File: config.mk
export PLATFORM = sky130hd
export DESIGN_NAME = alu_host_requester
export DESIGN_NICKNAME = d
export VERILOG_FILES = /design/src/rtl/alu_host_requester_pkg.sv /design/src/rtl/alu_host_requester_rising_edge_detector.sv /design/src/rtl/alu_host_requester.sv
export SDC_FILE = /design/constraint.sdc
export NUM_CORES = 1
export LEC_CHECK = 0
export ABC_AREA = 1
export ABC_CLOCK_PERIOD_IN_PS = 1800
export CAP_MARGIN = 20
export CORE_UTILIZATION = 48
export CTS_CLUSTER_DIAMETER = 200
export DETAILED_ROUTE_END_ITERATION = 10
export PLACE_DENSITY = 0.86
export SLEW_MARGIN = 20
export SYNTH_ARGS = -nofsm -noshare
export SYNTH_HDL_FRONTEND = slang
export SYNTH_SLANG_ARGS = --single-unit
File: constraint.sdc
create_clock -name i_clock -period 1.8 [get_ports i_clock]
set_input_delay 0.18 -clock i_clock [delete_from_list [all_inputs] [get_ports i_clock]]
set_output_delay 0.18 -clock i_clock [all_outputs]
set_load 0.02 [all_outputs]
File: src/rtl/alu_host_requester_pkg.sv
// ============================================================================
//  Module   : alu_host_requester_pkg
//  Purpose  : Shared constants for the host-side UART ALU requester: the
//             widths shared with interface_circuit and the FSM state encoding.
//  Revision : 1.0 - initial release
// ============================================================================
`default_nettype none

package alu_host_requester_pkg;

  // Widths shared with the target-side interface_circuit.
  localparam int CANT_DATOS_ENTRADA_ALU = 8;
  localparam int CANT_BITS_OPCODE_ALU   = 8;
  localparam int CANT_DATOS_SALIDA_ALU  = 8;
  localparam int WIDTH_WORD             = 8;

  // Requester FSM encoding.
  localparam int         STATE_W  = 3;
  localparam logic [2:0] IDLE     = 3'd0;
  localparam logic [2:0] SEND_A   = 3'd1;
  localparam logic [2:0] WAIT_A   = 3'd2;
  localparam logic [2:0] SEND_OP  = 3'd3;
  localparam logic [2:0] WAIT_OP  = 3'd4;
  localparam logic [2:0] SEND_B   = 3'd5;
  localparam logic [2:0] WAIT_B   = 3'd6;
  localparam logic [2:0] WAIT_RES = 3'd7;

endpackage

`default_nettype wire

File: src/rtl/alu_host_requester_rising_edge_detector.sv
// ============================================================================
//  Module   : rising_edge_detector
//  Purpose  : 1-bit rising-edge detector for level-held UART done lines.
//             History resets to 1 so a line already high at reset release
//             is not reported as an edge.
//  Revision : 1.0 - initial release
// ============================================================================
`default_nettype none

module rising_edge_detector (
  input  logic i_clock,
  input  logic i_reset,
  input  logic i_level,
  output logic o_edge
);
  import alu_host_requester_pkg::*;

  logic level_prev;

  // Remember last cycle's level of the monitored line.
  always_ff @(posedge i_clock or negedge i_reset) begin
    if (!i_reset) begin
      level_prev <= 1'b1;
    end else begin
      level_prev <= i_level;
    end
  end

  assign o_edge = i_level & ~level_prev;

endmodule

`default_nettype wire

File: src/rtl/alu_host_requester.sv
// ============================================================================
//  Module   : alu_host_requester
//  Purpose  : Initiator end of the UART ALU byte protocol. Latches one request,
//             sends A, opcode, B through a UART TX, waits for the result byte
//             from a UART RX and returns it with a one-cycle valid pulse.
//  Options  : HOST_TIMEOUT_EN - per-handshake timeout of TIMEOUT_CYCLES cycles
//             with a one-cycle o_error pulse; without it o_error is 0 and the
//             WAIT states wait indefinitely.
//  Revision : 1.0 - initial release
// ============================================================================
`default_nettype none

module alu_host_requester #(
  parameter int CANT_DATOS_ENTRADA_ALU = alu_host_requester_pkg::CANT_DATOS_ENTRADA_ALU,
  parameter int CANT_BITS_OPCODE_ALU   = alu_host_requester_pkg::CANT_BITS_OPCODE_ALU,
  parameter int CANT_DATOS_SALIDA_ALU  = alu_host_requester_pkg::CANT_DATOS_SALIDA_ALU,
  parameter int WIDTH_WORD             = alu_host_requester_pkg::WIDTH_WORD,
  parameter int TIMEOUT_CYCLES         = 1000000
) (
  input  logic                              i_clock,
  input  logic                              i_reset,
  input  logic                              i_start,
  input  logic [CANT_DATOS_ENTRADA_ALU-1:0] i_dato_A,
  input  logic [CANT_DATOS_ENTRADA_ALU-1:0] i_dato_B,
  input  logic [CANT_BITS_OPCODE_ALU-1:0]   i_opcode,
  input  logic                              i_tx_done,
  input  logic [WIDTH_WORD-1:0]             i_data_rx,
  input  logic                              i_rx_done,
  output logic                              o_tx_start,
  output logic [WIDTH_WORD-1:0]             o_data_tx,
  output logic [CANT_DATOS_SALIDA_ALU-1:0]  o_resultado,
  output logic                              o_valid,
  output logic                              o_busy,
  output logic                              o_error
);
  import alu_host_requester_pkg::*;

  // Every field travels as exactly one UART frame.
  if ((CANT_DATOS_ENTRADA_ALU != WIDTH_WORD) || (CANT_BITS_OPCODE_ALU != WIDTH_WORD) ||
      (CANT_DATOS_SALIDA_ALU != WIDTH_WORD)) begin : g_width_check
    $error("alu_host_requester: ALU field widths must equal WIDTH_WORD");
  end

  if (TIMEOUT_CYCLES < 2) begin : g_timeout_check
    $error("alu_host_requester: TIMEOUT_CYCLES must be at least 2");
  end

  logic [STATE_W-1:0]              state;
  logic [CANT_BITS_OPCODE_ALU-1:0] op_q;
  logic [CANT_DATOS_ENTRADA_ALU-1:0] b_q;
  logic                            tx_start;
  logic [WIDTH_WORD-1:0]           data_tx;
  logic [CANT_DATOS_SALIDA_ALU-1:0] resultado;
  logic                            valid;
  logic                            busy;
  logic                            tx_edge;
  logic                            rx_edge;
  logic                            timeout_hit;

  rising_edge_detector u_tx_edge (
    .i_clock (i_clock),
    .i_reset (i_reset),
    .i_level (i_tx_done),
    .o_edge  (tx_edge)
  );

  rising_edge_detector u_rx_edge (
    .i_clock (i_clock),
    .i_reset (i_reset),
    .i_level (i_rx_done),
    .o_edge  (rx_edge)
  );

`ifdef HOST_TIMEOUT_EN
  localparam int               CNT_W    = (TIMEOUT_CYCLES > 2) ? $clog2(TIMEOUT_CYCLES) : 1;
  localparam logic [CNT_W-1:0] CNT_LAST = CNT_W'(TIMEOUT_CYCLES - 1);

  logic [CNT_W-1:0] wait_cnt;
  logic             in_wait;
  logic             advance;
  logic             error;

  assign in_wait = (state == WAIT_A) || (state == WAIT_OP) ||
                   (state == WAIT_B) || (state == WAIT_RES);
  // The edge the current WAIT state is waiting for.
  assign advance = (state == WAIT_RES) ? rx_edge : (in_wait & tx_edge);
  assign timeout_hit = in_wait && !advance && (wait_cnt == CNT_LAST);

  // Cycles spent in the current WAIT state; zero on the first cycle of each.
  always_ff @(posedge i_clock or negedge i_reset) begin
    if (!i_reset) begin
      wait_cnt <= '0;
    end else if (!in_wait || advance || timeout_hit) begin
      wait_cnt <= '0;
    end else begin
      wait_cnt <= wait_cnt + 1'b1;
    end
  end

  // One-cycle error pulse following an expired wait.
  always_ff @(posedge i_clock or negedge i_reset) begin
    if (!i_reset) begin
      error <= 1'b0;
    end else begin
      error <= timeout_hit;
    end
  end

  assign o_error = error;
`else
  assign timeout_hit = 1'b0;
  assign o_error     = 1'b0;
`endif

  // Request sequencer. Operand A is not kept separately: it goes straight
  // into the TX byte register on acceptance and is held there during WAIT_A.
  always_ff @(posedge i_clock or negedge i_reset) begin
    if (!i_reset) begin
      state     <= IDLE;
      op_q      <= '0;
      b_q       <= '0;
      tx_start  <= 1'b0;
      data_tx   <= '0;
      resultado <= '0;
      valid     <= 1'b0;
      busy      <= 1'b0;
    end else begin
      tx_start <= 1'b0;
      valid    <= 1'b0;
      case (state)
        IDLE: begin
          if (i_start) begin
            op_q     <= i_opcode;
            b_q      <= i_dato_B;
            data_tx  <= i_dato_A;
            tx_start <= 1'b1;
            busy     <= 1'b1;
            state    <= SEND_A;
          end
        end
        SEND_A:  state <= WAIT_A;
        WAIT_A: begin
          if (tx_edge) begin
            data_tx  <= op_q;
            tx_start <= 1'b1;
            state    <= SEND_OP;
          end else if (timeout_hit) begin
            busy  <= 1'b0;
            state <= IDLE;
          end
        end
        SEND_OP: state <= WAIT_OP;
        WAIT_OP: begin
          if (tx_edge) begin
            data_tx  <= b_q;
            tx_start <= 1'b1;
            state    <= SEND_B;
          end else if (timeout_hit) begin
            busy  <= 1'b0;
            state <= IDLE;
          end
        end
        SEND_B:  state <= WAIT_B;
        WAIT_B: begin
          if (tx_edge) begin
            state <= WAIT_RES;
          end else if (timeout_hit) begin
            busy  <= 1'b0;
            state <= IDLE;
          end
        end
        WAIT_RES: begin
          if (rx_edge) begin
            resultado <= i_data_rx;
            valid     <= 1'b1;
            busy      <= 1'b0;
            state     <= IDLE;
          end else if (timeout_hit) begin
            busy  <= 1'b0;
            state <= IDLE;
          end
        end
        default: begin
          busy  <= 1'b0;
          state <= IDLE;
        end
      endcase
    end
  end

  assign o_tx_start  = tx_start;
  assign o_data_tx   = data_tx;
  assign o_resultado = resultado;
  assign o_valid     = valid;
  assign o_busy      = busy;

endmodule

`default_nettype wire

# Yosys cells after proc, flatten, opt, wreduce, memory -nomap -nowiden
# Index checks and enable logic that the tools add are counted.
# W data, S select, Z words.
[totals] wordCells=53 register_bits=40 input_bits=37
[op_classes] n_reduce_logical=9 n_eq_ne=12 bitwise=4 n_mux=18
[op_table] cell="$mux W8" count=3
[op_table] cell="$pmux W3 S8" count=1
[op_table] cell="$pmux W8 S3" count=1
[op_table] cell="$mux W3" count=5
[op_table] cell="$eq A3 B3 Y1 const B" count=4
[op_table] cell="$ne A2 B2 Y1 const B" count=5
[op_table] cell="$eq A3 B2 Y1 const B" count=2
[op_table] cell="$mux W1" count=6
[op_table] cell="$reduce_and A5 Y1" count=1
[op_table] cell="$pmux W1 S2" count=2
[op_table] cell="$reduce_and A2 Y1" count=2
[op_table] cell="$reduce_and A4 Y1" count=1
[op_table] cell="$eq A3 B1 Y1 const B" count=1
[op_table] cell="$logic_not A3 Y1" count=1
[op_table] cell="$reduce_and A3 Y1" count=1
[op_table] cell="$reduce_bool A3 Y1" count=1
[op_table] cell="$and A1 B1 Y1" count=2
[op_table] cell="$not A1 Y1" count=2
[op_table] cell="$reduce_bool A2 Y1" count=1
[op_table] cell="$reduce_or A2 Y1" count=1

# Logic depth before layout (Yosys ltp)
# Gate-level depths: netlist of run 1.
[logic_depth] depth_word=4 ltp_mapped=10

# By module
# Synthesis of run 1 repeated with hierarchy kept, for this count alone.
[hier_totals] cells_unflattened=257 hier_area_um2=1961.9
[modules_own_cells] mod="alu_host_requester" cells_each=251 area_each_um2=1889.3 instances=1
[modules_own_cells] mod="rising_edge_detector" cells_each=3 area_each_um2=36.3 instances=2

# Worst setup path after synthesis of run 1
# No wires, ideal clock.
[synth_timing] kind="register to register" startpoint="reg state[0]" endpoint="reg b_q[0]" required_time_ns=1.683 path_stages_with_launch=9 path_slack_ns=0.386 synth_period_minus_slack_ns=1.414 arrival_time_ns=1.297 setup_time_ns=0.117 path_cell_list="dfrtp_1 > inv_1 > ha_1 > inv_2 > nor2_8 > nand2_4 > buf_6 > nand2_1 > nand2_1"
[synth_between] elab_chain_len=2
[synth_lines] item="from (decl)" line="alu_host_requester.sv:48" text="logic [STATE_W-1:0] state;"
[synth_lines] item="from (signal assigned)" line="alu_host_requester.sv:119" text="state <= IDLE;"
[synth_lines] item="from (signal assigned)" line="alu_host_requester.sv:138" text="state <= SEND_A;"
[synth_lines] item="from (signal assigned)" line="alu_host_requester.sv:141" text="SEND_A: state <= WAIT_A;"
[synth_lines] item="$logic_not A3 Y1" line="alu_host_requester.sv:130" text="case (state)"
[synth_lines] item="$reduce_and A2 Y1 (no line)"
[synth_lines] item="to (signal assigned)" line="alu_host_requester.sv:134" text="b_q <= i_dato_B;"
[synth_lines] item="to (decl)" line="alu_host_requester.sv:50" text="logic [CANT_DATOS_ENTRADA_ALU-1:0] b_q;"
# No other way between the ends.
# A chain may end at the register's enable or synchronous reset.

# Worst setup path after layout of run 1
[layout_timing] startpoint="reg state[0]" endpoint="reg data_tx[3] (netlist: o_data_tx[3])"
[layout_between] elab_chain_len=3 word_cells_on_any_way=9 classes_between="5 x eq/ne; 1 x mux; 3 x reduce/logical"
[layout_lines] item="$eq A3 B2 Y1, or another cell as far along" line="alu_host_requester.sv:130"
[layout_lines] item="$ne A2 B2 Y1 (no line) or $reduce_bool A3 Y1 (tied branches)"
[layout_lines] item="$reduce_and A4 Y1 (no line)"
[layout_lines] item="to (signal assigned)" line="alu_host_requester.sv:135" text="data_tx <= i_dato_A;"
[layout_lines] item="to (signal assigned)" line="alu_host_requester.sv:144" text="data_tx <= op_q;"
[layout_lines] item="to (signal assigned)" line="alu_host_requester.sv:155" text="data_tx <= b_q;"
[layout_lines] item="to (decl)" line="alu_host_requester.sv:52" text="logic [WIDTH_WORD-1:0] data_tx;"
# Parallel ways exist; a longest one is shown, timed or not.

==> qor.txt, run 1 <==
Core Box Area: 0.00403 sq mm
initial antenna violation count: 0
FF+latch count, synth: 40
filler instances: 318
Int Power: 2600 uW
post-route cell area: 0.00276 sq mm
cell count after synthesis: 261
critical path type: flip-flop to flip-flop
drt wl/cell: 12.4 microns
critical path required time: 1.99 ns
max-slew violation count: 0
Post-Syn Area: 0.00203 sq mm
largest net degree at the start of global routing: 27
Final nets: 365
maxcap violations: 0
Initial Utilization: 50.4%
CTS tree: done
Slew @ Worst Pin: 0.571 ns
worst-skew pair later-pin latency: 0.30 ns
Clock transition at path regs: 0.08 ns
FF-to-FF End: o_data_tx[3]
post-place instance area: 0.00264 sq mm
# IOs: 57
vias in the first global route: 1759
layout cells sized above 1: 11.7%
status: complete, no violations
antenna-violating nets left: 0
area added between synthesis and finish: 36.0%
I/O Buffers: 55
worst hold path type: primary input to flip-flop
Hold Crit Start: i_rx_done
routability cong.: 0.960
end of the worst hold path: u_rx_edge.level_prev
clock power share: 16.5%
number of DRC markers in iteration 0: 140
Gate power share: 49.2%
sequential power share: 34.4%
drt first pass iters: 4
cell row count: 23
die area: 0.00450 sq mm
syn_nets: 302
chip width: 67.0 microns
Via density: 4.87
final setup vio count: 0
r2r worst-path depth: 9
reg2reg start: state[0]
Setup crit start kind: flip-flop
Pwr Density: 1640 mW/mm^2
Mean Syn Cell Area: 7.78 sq um
number of buffers added for setup after CTS: 0
CP max FO: 10
switching share of power: 42.6%
Worst Hold Path Cells: 1
CTS Buffer Depth: 2
setup TNS: 0 ns
Max VDD drop: 0.643 mV
Worst R2R Setup Slack: 0.18 ns
Max-slew headroom: 61.9%
final hold vios: 0
minimum clock period: 1.62 ns
first-pass GRT wire length: 7.73 mm
CP endpoint kind: flip-flop
synth unique cells: 23
WL final: 4.65 mm
NetSw: 1930 uW
# DRC: 0
DP Wirelength: 3.45 mm
Yosys warnings: 0
fmax: 618 MHz
CTS H-Tree Depth: 2
Sinks on Clock Net: 40
Power Total: 4520 uW
sequential element share of the synthesized area: 49.4%
vias: 1825
Leakage: 0.00149 uW
Overall Global Routing Usage: 23.4%
die height: 67.0 microns
worst clock skew: 0.0116 ns
grt ovf: 0
Root Driver: clkbuf_8
Worst EP arrival: 1.80 ns
RSZ-0062 raised after global routing: false
ANT cells: 0
period utilization: 89.9%
number of CTS-inserted buffers: 5
-- final cells by class --
class | instances | area, sq um | share of cell area, %
Sequential cell | 40 | 1000 | 36.3
Multi-Input combinational cell | 191 | 888 | 32.2
Timing Repair Buffer | 62 | 601 | 21.7
Inverter | 24 | 92.6 | 3.35
Clock buffer | 5 | 68.8 | 2.49
Tap cell | 50 | 62.6 | 2.26
Clock inverter | 3 | 46.3 | 1.68
-- Yosys cell counts --
cell | count | share of area [%]
nand2_1 | 144 | 27
dfrtp_1 | 38 | 47
inv_1 | 18 | 3.3
nand3_1 | 18 | 4.4
inv_2 | 5 | 0.92
nor2_1 | 5 | 0.92
ha_1 | 4 | 2.5
nand2_2 | 4 | 1.2
nand2_4 | 3 | 1.7
nor2_4 | 3 | 1.7
buf_4 | 2 | 0.74
buf_6 | 2 | 1.1
dfstp_2 | 2 | 2.6
nor2_2 | 2 | 0.62
nor2_8 | 2 | 2.0
o21ai_1 | 2 | 0.49
a21oi_1 | 1 | 0.25
buf_2 | 1 | 0.25
clkbuf_1 | 1 | 0.18
conb_1 | 1 | 0.18
inv_4 | 1 | 0.31
nand3b_4 | 1 | 0.99
o21ai_0 | 1 | 0.25
-- placed cells by master, fill, tap and decap left out, types with 3 or more instances in the layout --
cell type | netlist | routed
nor2_4 | 3 | 3
buf_4 | 2 | 6
nor2_1 | 5 | 5
nand2_4 | 3 | 3
clkdlybuf4s50_1 | 0 | 54
inv_2 | 5 | 5
inv_1 | 18 | 18
clkbuf_8 | 0 | 5
nand3_1 | 18 | 18
nand2_1 | 144 | 144
dfrtp_1 | 38 | 38
nand2_2 | 4 | 4
ha_1 | 4 | 4
-- kinds of logic after synthesis --
logic type	share of synthesized area, %
and+or+nand+nor	40.1
AOI/OAI and AO/OA	0.985
buffers and inverters	6.84
DFF	49.4
adders and majority gates	2.46
other	0.185
-- critical path: stages, from the launching register on --
cell	delay, ns
dfrtp_1	0.41
inv_1	0.11
ha_1	0.34
nand2_4	0.12
inv_4	0.13
nand2_1	0.08
nand2_2	0.08
nand2_4	0.08
nand2_1	0.09
nand2_1	0.07
-- flip-flops by register name, indices dropped and copies added (netlist names) --
name,flops
o_data_tx,8
b_q,8
o_resultado,8
o_busy,1
o_tx_start,1
u_tx_edge.level_prev,1
u_rx_edge.level_prev,1
op_q,8
o_valid,1
state,3
-- metrics by stage --
step / std cells / setup WS [ns] / util [%] / hold WS (ns)
6_report: 375 / 0.181 / 68.6 / 0.330
5_1_grt: 375 / 0.0571 / 68.6 / 0.329
4_1_cts: 375 / 0.169 / 68.6 / 0.317
3_5_place_dp: 366 / 0.215 / 65.5 / 0.210
3_3_place_gp: 366 / 0.331 / 65.5 / 0.196
2_1_floorplan: 261 / 0.386 / - / -0.116
-- repair_timing --
action                                  4_1_cts  5_1_grt
hold buffers                                  1        0
hold endpoints to repair                     22        0
endpoints found under the setup margin        0        0
gates resized for setup                       0        0
-- how the worst max path moves through the flow --
stage / start / depth (start not counted) / endpoint
after global routing: state[0] / 9 / o_data_tx[3]
after detailed placement: state[0] / 9 / o_data_tx[3]
after global placement: state[0] / 9 / o_data_tx[5]
final: state[0] / 9 / o_data_tx[3]
after floorplan: state[0] / 8 / b_q[0]
after CTS: state[0] / 9 / o_data_tx[3]
-- power groups by stage --
stage / Combinational (uW) / Clock [uW] / Sequential (uW)
finish: 2220 / 746 / 1550
CTS: 2240 / 757 / 1550
floorplan: 1310 / 0 / 1690
global placement: 2110 / 0 / 1540
global route: 2520 / 793 / 1600
detailed placement: 2210 / 0 / 1560
-- per-layer routing --
metal | GRT usage, % | vias to the layer above | wire length, microns
met5 | 0 | - | 0
li1 | - | 906 | -
met1 | 26.9 | 843 | 1920
met2 | 40.3 | 64 | 2340
met4 | 10.1 | 0 | 118
met3 | 6.16 | 12 | 272
Note: power is estimated with default switching activity, not from simulation.
==> run 2: changes to the inputs <==
SKIP_CTS_REPAIR_TIMING = 1   (was not set)
==> results of run 2 <==
No change in the layout: final DEF, timing and power equal those of run 1.
Main changes from that run: wire length of the first global-routing pass 7730 microns -> 7700 microns; via count of the first global-routing pass 1759 -> 1747; overall routing resource usage 23.4% -> 23.3%; met2 usage 40.3% -> 40.0%
==> variant 1, RTL diff (config.mk and constraints of run 1) <==
Put one more register stage on the output `o_data_tx`. The value now appears one clock later. The other outputs are not delayed to match.
--- a/src/rtl/alu_host_requester.sv
+++ b/src/rtl/alu_host_requester.sv
@@ -189,7 +189,9 @@
   end
 
   assign o_tx_start  = tx_start;
-  assign o_data_tx   = data_tx;
+  always_ff @(posedge i_clock) begin
+    o_data_tx <= data_tx;
+  end
   assign o_resultado = resultado;
   assign o_valid     = valid;
   assign o_busy      = busy;
Behaviour: not the same (a bounded check fails within 4 cycles, from zero or initial values and one cycle with i_reset low).
==> variant 1 against run 1 <==
  * Synthesized area is 6.3% higher
  * Sequential cell count grew 8
  * Non-clock buffer count down 2
  * Core utilization fell by 2.0 points
  * Power rose by 1.9%
  * Routed wire length down 9.6%
  * Final area is 4.3% higher
  * Global-route usage decreased by 3.9 points
  * Worst setup slack improved by 0.082 ns
==> variant 1: results (changes against run 1) <==
[status]
status = finished clean

[timing]
finalCritPeriodShare_pct = 85.4  ; -4.6 points
skew_ns = 0.0125  ; +0.000863 ns

[global_route]
grtUsageMet1_pct = 24.3  ; -2.7 points
grt_first_pass_wirelength_um = 7440  ; -3.8%

[final_layout]
n_clock_buffer = 7  ; +2
seq_area_um2 = 1160  ; +16%
multi_input_gates = 190  ; -0.52%
multi_input_area_um2 = 870  ; -2.1%
drive_gt1_share_pct = 9.42  ; -2.3 points
signal_buffers = 60  ; -3.2%

[synth]
async_flop_share_pct = 83.3  ; -17 points
synth_commonest_cells = nand2_1, dfrtp_1, nand3_1
yosys.area_share.adder_pct = 2.32  ; -0.15 points
synth.top_cell.area_share_pct = 44.0  ; -2.8 points
synthDistinctLibCells = 24  ; +4.3%

[power_and_ir_drop]
p_leak_uw = 0.00153  ; +2.7%
vdd_drop_max_mv = 0.645  ; +0.28%
p_int_uw = 2750  ; +5.7%

[placed_design]
place_area_um2 = 2780  ; +5.2%
place_hpwl_um = 3130  ; -9.3%
place.gp.congestion = 0.816  ; -15%

[detailed_routing]
avgRoutedWirePerCell_um = 11.0  ; -11%
drt_iter0_drc = 105  ; -25%
wl_met1_um = 1950  ; +1.8%

[worst_setup_path]
rrSetupSlack_ns = 0.26  ; +0.08 ns

[clock_network]
cts.sinks = 48  ; +20%

-- variant 1: cell types whose count changed after synthesis --
cell      before  now
nand2_1      144  145
nand3_1       18   19
inv_2          5    4
dfxtp_1        0    8
buf_2          1    3
nand3b_2       0    1
nand2_2        4    2
buf_4          2    1
buf_6          2    1
nor2_2         2    1
nand3b_4       1    0
-- variant 1: power groups by stage --
stage | Sequential (uW) | Combinational, uW | Clock (uW)
final | 1810 | 2150 | 660
after detailed placement | 1830 | 2150 | 0
after global routing | 1860 | 2450 | 730
after global placement | 1810 | 2090 | 0
after floorplan | 1970 | 1270 | 0
after CTS | 1810 | 2170 | 676
-- variant 1: critical path, delay by kind of cell (launching register included) --
kind	cells	cell delay [ns]
AND/OR/NAND/NOR	6	0.50
flip-flops	1	0.40
adder cells (fa/ha/maj)	1	0.30
buffers and inverters	2	0.22
==> variant 2, RTL diff (config.mk and constraints of run 1) <==
Without the edit above. Add a define of `HOST_TIMEOUT_EN`.
--- a/src/rtl/alu_host_requester.sv
+++ b/src/rtl/alu_host_requester.sv
@@ -9,6 +9,8 @@
 //  Revision : 1.0 - initial release
 // ============================================================================
 `default_nettype none
+
+`define HOST_TIMEOUT_EN
 
 module alu_host_requester #(
   parameter int CANT_DATOS_ENTRADA_ALU = alu_host_requester_pkg::CANT_DATOS_ENTRADA_ALU,
Function: same outputs for any inputs over 10 cycles, from zero or initial values and one cycle with i_reset low; that may be too few to reach the edited logic, so the function may still have changed.
==> variant 2 against run 1 <==
  * The flow now finishes with violations (design-rule violations)
  * Global-route usage is 0.47 points higher
  * Sequential cell count increased by 21
  * Power rose by 27%
  * Worst setup slack worse by 0.071 ns
  * Routed wire length is 49% higher
  * Synthesized area rose by 45%
  * Clock skew is 0.0024 ns lower
  * Final area is 41% higher
  * Largest cell class unchanged
==> variant 2: results (changes against run 1) <==
[detailed_routing]
num_vias = 2594  ; +42%
avgRoutedWirePerCell_um = 14.2  ; +15%
wl_met2_um = 3470  ; +49%
drcViolationCount = 1  ; +1
met3WireLength_um = 343  ; +26%
first_pass_iters = 7  ; +3
drt_iter0_drc = 188  ; +34%
wl_met1_um = 2910  ; +52%

[worst_setup_path]
cp_slowest_stage_delay_ns = 0.51  ; +0.10 ns
rrSetupSlack_ns = 0.11  ; -0.07 ns
critPathMaxFanout = 19  ; +9
slowest_stage = dfrtp_2
path_delay_family = compound AO/OA/AOI/OAI gates
r2r_cells = 7  ; -2
r2r_start = state[1]$_DFFE_PN0P_
endpoint = wait_cnt[10]$_DFF_PN0_

[global_route]
grt_pass1_vias = 2559  ; +45%
met3_usage_pct = 7.50  ; +1.3 points
grt_first_pass_wirelength_um = 11500  ; +49%
grt_use_total_pct = 23.9  ; +0.47 points
grtUsageMet1_pct = 28.9  ; +2.0 points
grtUsageMet2_pct = 38.3  ; -2.0 points

[power_and_ir_drop]
p_leak_uw = 0.00173  ; +16%
vdd_drop_max_mv = 0.681  ; +5.9%

[final_layout]
multi_input_area_um2 = 1180  ; +33%
stdcell_count = 486  ; +30%
drive_gt1_share_pct = 13.9  ; +2.2 points
n_clock_buffer = 10  ; +5
num-nonclk-inverters = 46  ; +92%
fin_nets = 444  ; +22%
multi_input_gates = 221  ; +16%
clkCellAreaFrac_pct = 5.76  ; +1.6 points

[worst_hold_path]
holdPathEnd = u_tx_edge.level_prev$_DFF_PN1_
worstHoldStart = i_tx_done

[placed_design]
port_buffers = 56  ; +1.8%
place_area_um2 = 3610  ; +37%
place_hpwl_um = 4990  ; +44%

[status]
status = complete, but fails checks
violations = design-rule violations

[clock_network]
cts_buffers = 9  ; +4
insertion_delay_ns = 0.34  ; +0.04 ns

[timing]
skew_ns = 0.00927  ; -0.00236 ns
whs_ns = 0.272  ; -0.0578 ns
max_slew_margin_pct = 63.1  ; +1.1 points

[synth]
synthDistinctLibCells = 32  ; +39%
synth_commonest_cells = nor2_1, dfrtp_1, inv_1
synthesis.instances = 335  ; +28%
syn_nets = 373  ; +24%

==> variant 2: cell count changes after synthesis, sizes merged, moves of 9 or more <==
| cell | before | now |
|---|---|---|
| nand2 | 151 | 41 |
| nor2 | 12 | 65 |
| a21oi | 1 | 42 |
| inv | 24 | 46 |
| dfrtp | 38 | 59 |
| nor3 | 0 | 13 |
| xor2 | 0 | 9 |
==> variant 2: cells by family (layout without fill, tap and decap cells) <==
| group | count (synthesis) | after routing | synth area share [%] |
|---|---|---|---|
| mux | 8 | 8 | 3.07 |
| fa+ha+maj | 1 | 1 | 0.426 |
| flops | 61 | 61 | 52.1 |
| compound gates | 60 | 60 | 11.5 |
| xor+xnor | 9 | 9 | 2.68 |
| simple gates | 143 | 143 | 22.6 |
| buf+inv | 53 | 129 | 7.67 |
==> variant 2: power breakdown <==
part           switching, uW  total (uW)  internal (uW)
logic                   1310        2290            984
clock network            557        1370            814
registers                282        2080           1800
